### src/rtl/gcd_job_sequencer.sv
`default_nettype none
// ============================================================================
// Module   : gcd_job_sequencer
// Purpose  : Queues GCD jobs, feeds them to the GCD core over its shared
//            operand bus and returns results; resolves zero-operand jobs
//            locally and bounds every core run with a timeout.
// Revision : 1.0 - initial release
// ============================================================================
module gcd_job_sequencer #(
    parameter int WIDTH          = 16,
    parameter int DEPTH          = 4,
    parameter int TIMEOUT_CYCLES = 1024
) (
    input  logic                   clk,
    input  logic                   rst,
    input  logic                   req_valid,
    output logic                   req_ready,
    input  logic [WIDTH-1:0]       req_a,
    input  logic [WIDTH-1:0]       req_b,
    output logic                   res_valid,
    input  logic                   res_ready,
    output logic [WIDTH-1:0]       res_gcd,
    output logic                   res_err,
    output logic [$clog2(DEPTH):0] fifo_count,
    output logic                   core_rst,
    output logic                   core_start,
    output logic [WIDTH-1:0]       core_data,
    input  logic                   core_done,
    input  logic [WIDTH-1:0]       core_result
);

    localparam int c_PTR_W = $clog2(DEPTH);
    localparam int c_CNT_W = $clog2(DEPTH) + 1;
    localparam int c_TMO_W = $clog2(TIMEOUT_CYCLES + 1);
    localparam logic [c_CNT_W-1:0] c_DEPTH = c_CNT_W'(DEPTH);
    localparam logic [c_TMO_W-1:0] c_TMO   = c_TMO_W'(TIMEOUT_CYCLES);

    typedef enum logic [2:0] {
        S_IDLE = 3'd0,
        S_LDA  = 3'd1,
        S_LDB  = 3'd2,
        S_RUN  = 3'd3,
        S_RESP = 3'd4
    } state_t;

    state_t               state_q;
    logic [c_PTR_W-1:0]   wr_ptr_q;
    logic [c_PTR_W-1:0]   rd_ptr_q;
    logic [c_CNT_W-1:0]   count_q;
    logic [WIDTH-1:0]     mem_a_q [DEPTH];
    logic [WIDTH-1:0]     mem_b_q [DEPTH];
    logic [WIDTH-1:0]     job_b_q;
    logic [c_TMO_W-1:0]   tmo_q;
    logic [c_TMO_W-1:0]   tmo_d;

    logic                 w_push;
    logic                 w_pop;
    logic [WIDTH-1:0]     w_head_a;
    logic [WIDTH-1:0]     w_head_b;

    // Ready is derived from registered occupancy only, so a same-cycle pop never raises it.
    assign req_ready  = !rst && (count_q < c_DEPTH);
    assign fifo_count = count_q;
    assign w_push     = req_valid && req_ready;
    assign w_pop      = (state_q == S_IDLE) && (count_q != '0);
    assign w_head_a   = mem_a_q[rd_ptr_q];
    assign w_head_b   = mem_b_q[rd_ptr_q];
    assign tmo_d      = (tmo_q == c_TMO) ? tmo_q : tmo_q + c_TMO_W'(1);

    always_ff @(posedge clk) begin
        if (w_push) begin
            mem_a_q[wr_ptr_q] <= req_a;
            mem_b_q[wr_ptr_q] <= req_b;
        end
    end

    always_ff @(posedge clk) begin
        if (rst) begin
            wr_ptr_q <= '0;
            rd_ptr_q <= '0;
            count_q  <= '0;
        end else begin
            if (w_push) wr_ptr_q <= wr_ptr_q + c_PTR_W'(1);
            if (w_pop)  rd_ptr_q <= rd_ptr_q + c_PTR_W'(1);
            case ({w_push, w_pop})
                2'b10:   count_q <= count_q + c_CNT_W'(1);
                2'b01:   count_q <= count_q - c_CNT_W'(1);
                default: count_q <= count_q;
            endcase
        end
    end

    always_ff @(posedge clk) begin
        if (rst) begin
            state_q    <= S_IDLE;
            job_b_q    <= '0;
            tmo_q      <= '0;
            res_valid  <= 1'b0;
            res_gcd    <= '0;
            res_err    <= 1'b0;
            core_rst   <= 1'b1;
            core_start <= 1'b0;
            core_data  <= '0;
        end else begin
            case (state_q)
                S_IDLE: begin
                    core_rst   <= 1'b1;
                    core_start <= 1'b0;
                    if (w_pop) begin
                        job_b_q <= w_head_b;
                        // The subtractive core never terminates on a zero operand.
                        if ((w_head_a == '0) || (w_head_b == '0)) begin
                            res_gcd   <= w_head_a | w_head_b;
                            res_err   <= (w_head_a == '0) && (w_head_b == '0);
                            res_valid <= 1'b1;
                            state_q   <= S_RESP;
                        end else begin
                            core_rst   <= 1'b0;
                            core_start <= 1'b1;
                            core_data  <= w_head_a;
                            state_q    <= S_LDA;
                        end
                    end
                end
                S_LDA: begin
                    core_start <= 1'b0;
                    core_data  <= job_b_q;
                    state_q    <= S_LDB;
                end
                S_LDB: begin
                    tmo_q   <= '0;
                    state_q <= S_RUN;
                end
                S_RUN: begin
                    tmo_q <= tmo_d;
                    if (core_done) begin
                        res_gcd   <= core_result;
                        res_err   <= 1'b0;
                        res_valid <= 1'b1;
                        core_rst  <= 1'b1;
                        state_q   <= S_RESP;
                    end else if (tmo_d == c_TMO) begin
                        res_gcd   <= '0;
                        res_err   <= 1'b1;
                        res_valid <= 1'b1;
                        core_rst  <= 1'b1;
                        state_q   <= S_RESP;
                    end
                end
                S_RESP: begin
                    if (res_ready) begin
                        res_valid <= 1'b0;
                        state_q   <= S_IDLE;
                    end
                end
                default: state_q <= S_IDLE;
            endcase
        end
    end

endmodule
`default_nettype wire

### config.mk
export PLATFORM = sky130hd
export DESIGN_NAME = gcd_job_sequencer
export DESIGN_NICKNAME = d
export VERILOG_FILES = /design/src/rtl/gcd_job_sequencer.sv
export SDC_FILE = /design/constraint.sdc
export NUM_CORES = 1
export LEC_CHECK = 0
export ABC_AREA = 1
export CORE_UTILIZATION = 60
export CTS_CLUSTER_SIZE = 16
export DETAILED_ROUTE_END_ITERATION = 16
export GPL_ROUTABILITY_DRIVEN = 0
export PLACE_DENSITY = 0.9
export SYNTH_ARGS = -nofsm -noshare
export SYNTH_HDL_FRONTEND = slang
export SYNTH_SLANG_ARGS = --single-unit
### constraint.sdc
create_clock -name clk -period 4.6 [get_ports clk]
set_input_delay 0.92 -clock clk [delete_from_list [all_inputs] [get_ports clk]]
set_output_delay 0.92 -clock clk [all_outputs]
set_load 0.05 [all_outputs]
### Word-level counts from Yosys, hierarchy flattened

Memories as Yosys holds them, arrays and structs flattened. A register that Yosys moved wholly into a read port is not among the register bits.
Index checks and enable logic that the tools add are counted.
W data, S select, Z words.

| cells by class | value |
|---|---|
| add/subtract/negate cells | 5 |
| $lt $le $gt $ge | 1 |
| reduce and logical (&&, ||, !) cells | 21 |
| multiplexer cells | 39 |
| bitwise logic cells | 1 |
| equality and inequality tests | 13 |

Operator list:

| operator | count |
|---|---|
| $mux W16 | 6 |
| $pmux W16 S2 | 2 |
| $logic_not A16 Y1 | 2 |
| $eq A11 B11 Y1 const B | 2 |
| $pmux W11 S2 | 1 |
| $or A16 B16 Y16 | 1 |
| $mux W3 | 5 |
| $pmux W3 S5 | 1 |
| $mux W1 | 14 |
| $add A11 B1 Y11 const B | 1 |
| $mux W11 | 1 |
| $mux W2 | 4 |
| $reduce_bool A2 Y1 | 4 |
| $eq A3 B2 Y1 const B | 2 |
| $ne A2 B2 Y1 const B | 3 |
| $pmux W1 S2 | 3 |
| $pmux W3 S2 | 1 |
| $reduce_and A3 Y1 | 2 |
| $reduce_bool A3 Y1 | 2 |
| $reduce_and A5 Y1 | 1 |
| $add A2 B1 Y2 const B | 2 |
| $logic_and A1 B1 Y1 | 4 |
| $reduce_and A2 Y1 | 2 |
| $reduce_and A4 Y1 | 1 |
| 13 further kinds | 13 |

| word-level totals | value |
|---|---|
| memories | 2 |
| RAM bits | 128 |
| register bits after elaboration | 73 |

Memories:

| name | depth | bits a word | rd ports | clocked after memory_dff | wr ports | RTL line | source |
|---|---|---|---|---|---|---|---|
| mem_a_q | 4 | 16 | 1 | 1 | 1 | 50 | `logic [WIDTH-1:0] mem_a_q [DEPTH];` |
| mem_b_q | 4 | 16 | 1 | 1 | 1 | 51 | `logic [WIDTH-1:0] mem_b_q [DEPTH];` |

### Depth between registers and ports, before layout

| logic depth | value |
|---|---|
| word-level depth | 6 |
| gate-level depth with buffers | 19 |
| mapped depth without buffers | 18 |

### Worst setup path before layout

No wires, ideal clock.

| path | value |
|---|---|
| kind | input port to flip-flop |
| from | in rst |
| to | mem mem_a_q[0][0] (enable) |
| cell stages on the path | 4 |
| slack | 0.598 ns |
| arrival | 3.581 ns |
| buffers on the path | 1 |
| library setup time | 0.421 ns |
| path through | clkbuf_1 > nor2_1 > nand2_1 > nor2_1 |

| on the way | value |
|---|---|
| word-level cells in the longest chain between the ends | 5 |

Ends and longest elaborated chain:

| item | RTL line | source |
|---|---|---|
| from (decl) | 15 | `input logic rst,` |
| $logic_not A1 Y1 | 62 | `assign req_ready = !rst && (count_q < c_DEPTH);` |
| $logic_and A1 B1 Y1 | 62 |  |
| net req_ready | 17 | `output logic req_ready,` |
| $logic_and A1 B1 Y1 | 64 | `assign w_push = req_valid && req_ready;` |
| $mux W1 | 71 | `if (w_push) begin` |
| $mux W1 (not written as such) | 72 | `mem_a_q[wr_ptr_q] <= req_a;` |
| to (decl) | 50 |  |

The timed path passes the listed nets, and every way through them passes these cells.

### Final worst setup path

| path | value |
|---|---|
| from | in rst |
| to | out req_ready |

| on the way | value |
|---|---|
| word-level cells in the longest chain between the ends | 2 |

Ends and longest elaborated chain:

| item | RTL line |
|---|---|
| $logic_not A1 Y1 | 62 |
| $logic_and A1 B1 Y1 | 62 |
| to (decl) | 17 |

Every way passes these cells.

==> metrics.yaml <==
synth_ff_type: "edfxtp_1"
yosysMostFrequentCell: "nand2_1"
status: "completed"
grt_usage_pct: 27.3
relSlewSlack_pct: 28.7
vdd_drop_max_mv: 0.401
crit_required_ns: 3.68
drt_wl_total_um: 20100
min_period_ns: 3.39
holdPathEnd: "res_gcd[15]"
hold_start: "res_gcd[15]"
power_mw: 6.37
combPwrFrac_pct: 37.3
area_delta_synth_final_pct: 19.2
io_buffers: 92
coreArea_um2: 14000
dieArea_um2: 15000
path_class: "input pin to output port"
path_cells: "clkdlybuf4s50_1 -> buf_4 -> nor2_1 -> clkdlybuf4s50_1"
drv_slew: 0
synth-compound-area-share_pct: 7.75
reg2reg_depth: 12
dr.pass1.iters: 6
start_util_pct: 62.2
fin_skew_ns: 0.0102
grt_pass1_wl_um: 31500
synth_fa_ha_area_share_pct: 1.24
max_freq_mhz: 295
yosys-top-cells-area: "edfxtp_1 (44%), dfxtp_1 (17%), nand2_1 (11%)"
cts_tree: "built"
synth.area.mux_share_pct: 0
htree_levels: 1
num_rows: 43
syn-cell-area_um2: 8700
insertion_delay_ns: 0.50
avgSynthCellArea_um2: 9.40
final_hold_viol_count: 0
power.switching_mw: 2.50
path_buf_inv: 3
rrSetupSlack_ns: 1.82
synth_nets: 986
drc_errors: 0
critPathTopFamily: "buffers and inverters"
crit_arrival_ns: 2.47
post-cts-setup-buffer-count: 0
ys_warn_count: 0
ys_ff_latch: 203
fin_nets: 1065
antenna_found_initial: 0
syn_inst: 925
yosys.area.top_type_share_pct: 44.2
clockBufferDepth: 3
detail_route.vias_per_cell: 5.79
timing.critical_path.mode_cell: "clkdlybuf4s50_1"
async_reset_ff_share_pct: 0
detail_route.wl_per_cell_um: 16.7
pwr_density_cell_nw_per_um2: 614
first_global_vias: 6366
tightest_slew_ns: 1.07
num_vias: 6942
p_int_mw: 3.87
die_width_um: 122
finalSetupViolCount: 0
ys_top_cells_by_count: "nand2_1 (260), edfxtp_1 (128), nand3_1 (104)"
die_y_um: 122
power_frac_seq_pct: 36.0
fin_setup_tns_ns: 0
preCtsSetupSlack_ns: 1.21
hold_class: "flop to flop"
grt_overflow: 0
slowest_delay_ns: 0.81
crit_fanout: 19
dp_hpwl_um: 12600
drive_gt1_share_pct: 8.64
drtIter0Drc: 670
ctsResizeCount: 0
cp_slowest_cell: "clkdlybuf4s50_1"
cts_buffers: 21
clock_sinks: 203
n_antenna_cell: 0
cp-startpoint: "rst"
maxCapViolations: 0
ant_nets: 0
grt_max_degree: 65
cts_root_buf: "clkbuf_16"
period_share_pct: 73.7
fin_ws_ns: 1.21
post-synth-top-area-cell: "edfxtp_1"
cts.reportedPaths.clkPinSlew_ns: 0.06
cts_hold_buf: 0
hold_depth: 2
critPathLaunchType: "input pin"
endpoint_kind: "output port"
synth-simple-area-share_pct: 24.2
netSwitchingFraction_pct: 39.3
reg2reg_to: "core_data[12]"
io_pins: 93
synth_xor_area_share_pct: 0.403
p_leak_nw: 3.93
ys_types: 30
rsz0062_at_grt: "no"
seq_area_frac_synth_pct: 61.4
synth_edf_count: 128
synth_top_family_by_area: "simple AND/OR/NAND/NOR gates"
p_clk_share_pct: 26.7
## cells in the final DEF, fill, tap and decap left out, types with 2 or more instances in the layout
| master | Yosys | routed |
|---|---|---|
| nand2_1 | 260 | 260 |
| edfxtp_1 | 128 | 128 |
| nand3_1 | 104 | 104 |
| clkdlybuf4s50_1 | 0 | 92 |
| nor2_1 | 82 | 76 |
| dfxtp_1 | 75 | 74 |
| a21oi_1 | 68 | 68 |
| o21ai_0 | 53 | 53 |
| inv_1 | 36 | 36 |
| nor2_2 | 21 | 27 |
| clkbuf_16 | 0 | 21 |
| buf_4 | 14 | 11 |
| nand4_1 | 7 | 7 |
| ha_1 | 7 | 7 |
| o21ai_1 | 6 | 6 |
| a31oi_1 | 5 | 5 |
| xor2_1 | 4 | 4 |
| nand3_2 | 4 | 4 |
| clkbuf_8 | 0 | 4 |
| nor3_1 | 3 | 3 |
| nand2_4 | 3 | 3 |
| inv_2 | 3 | 3 |
| clkinv_1 | 0 | 3 |
| clkbuf_1 | 18 | 3 |
| nand2_2 | 2 | 2 |
| inv_6 | 1 | 2 |
| or2_2 | 2 | 2 |
| bufinv_16 | 0 | 2 |
| clkinv_2 | 0 | 2 |
| clkinvlp_4 | 0 | 2 |
## routing by layer
metal	vias to the layer above	share of wire, %	global-route usage, %
met1	3225	41	36.8
met2	370	47	43.1
met4	0	3.5	11.8
met3	66	8.5	5.30
met5	-	0	0
li1	3281	-	-
## final cells by class
cell class,count,area [µm²]
fillers,934,3620
well taps,180,225
inverters,41,164
clock buffers,28,592
repair buffers,103,1000
multi-input cells,634,2940
clock inverters,10,105
flip-flops and latches,203,5350
## registers in the layout (all words and copies together) (netlist names), named ones only
register	cells
tmo_q	11
mem_b_q	64
core_rst	1
res_valid	1
res_gcd	16
state_q	3
rd_ptr_q	2
res_err	1
job_b_q	16
wr_ptr_q	2
mem_a_q	64
fifo_count	3
core_data	16
core_start	1
## cell families after synthesis
kind of cell    count (synthesis)
xor+xnor                        4
simple gates                  489
fa+ha+maj                       8
buf+inv                        88
compound gates                133
flops                         203
## worst reg2reg max path: stages, from the launching register on
cell and delay [ns]:
dfxtp_2 0.32, inv_2 0.76, nand2_1 0.15, nand3_1 0.12
nand2_1 0.17, nand4_1 0.14, nor2_1 0.05, nand2_1 0.15
nand3_2 0.13, nand2_2 0.26, inv_2 0.18, nor2_1 0.17
nor2_1 0.06
## power by group through the flow
stage / registers, mW / logic (mW) / clock network, mW
2_1_floorplan: 2.61 / 1.40 / 0
3_3_place_gp: 2.32 / 2.25 / 0
3_5_place_dp: 2.33 / 2.30 / 0
4_1_cts: 2.29 / 2.33 / 1.71
5_1_grt: 2.32 / 2.59 / 1.79
6_report: 2.29 / 2.37 / 1.70
## metrics by stage
stage	cell area [µm²]	utilization [%]	cells	hold WS, ns
final	10400	74.1	1199	0.474
after global routing	10400	74.1	1199	0.499
after CTS	10400	74.1	1199	0.476
after detailed placement	9670	69.2	1161	0.462
after global placement	9670	69.2	1161	0.444
after floorplan	8700	-	925	0.436
## worst max path at each step
stage	end	slack (ns)	cells after the start
after floorplan	mem_a_q[0][0]	0.60	4
after global placement	req_ready	1.22	4
after detailed placement	req_ready	1.21	4
after CTS	req_ready	1.20	4
after global routing	req_ready	1.11	4
final	req_ready	1.21	4
No activity file was read; power rests on OpenSTA's default activity.
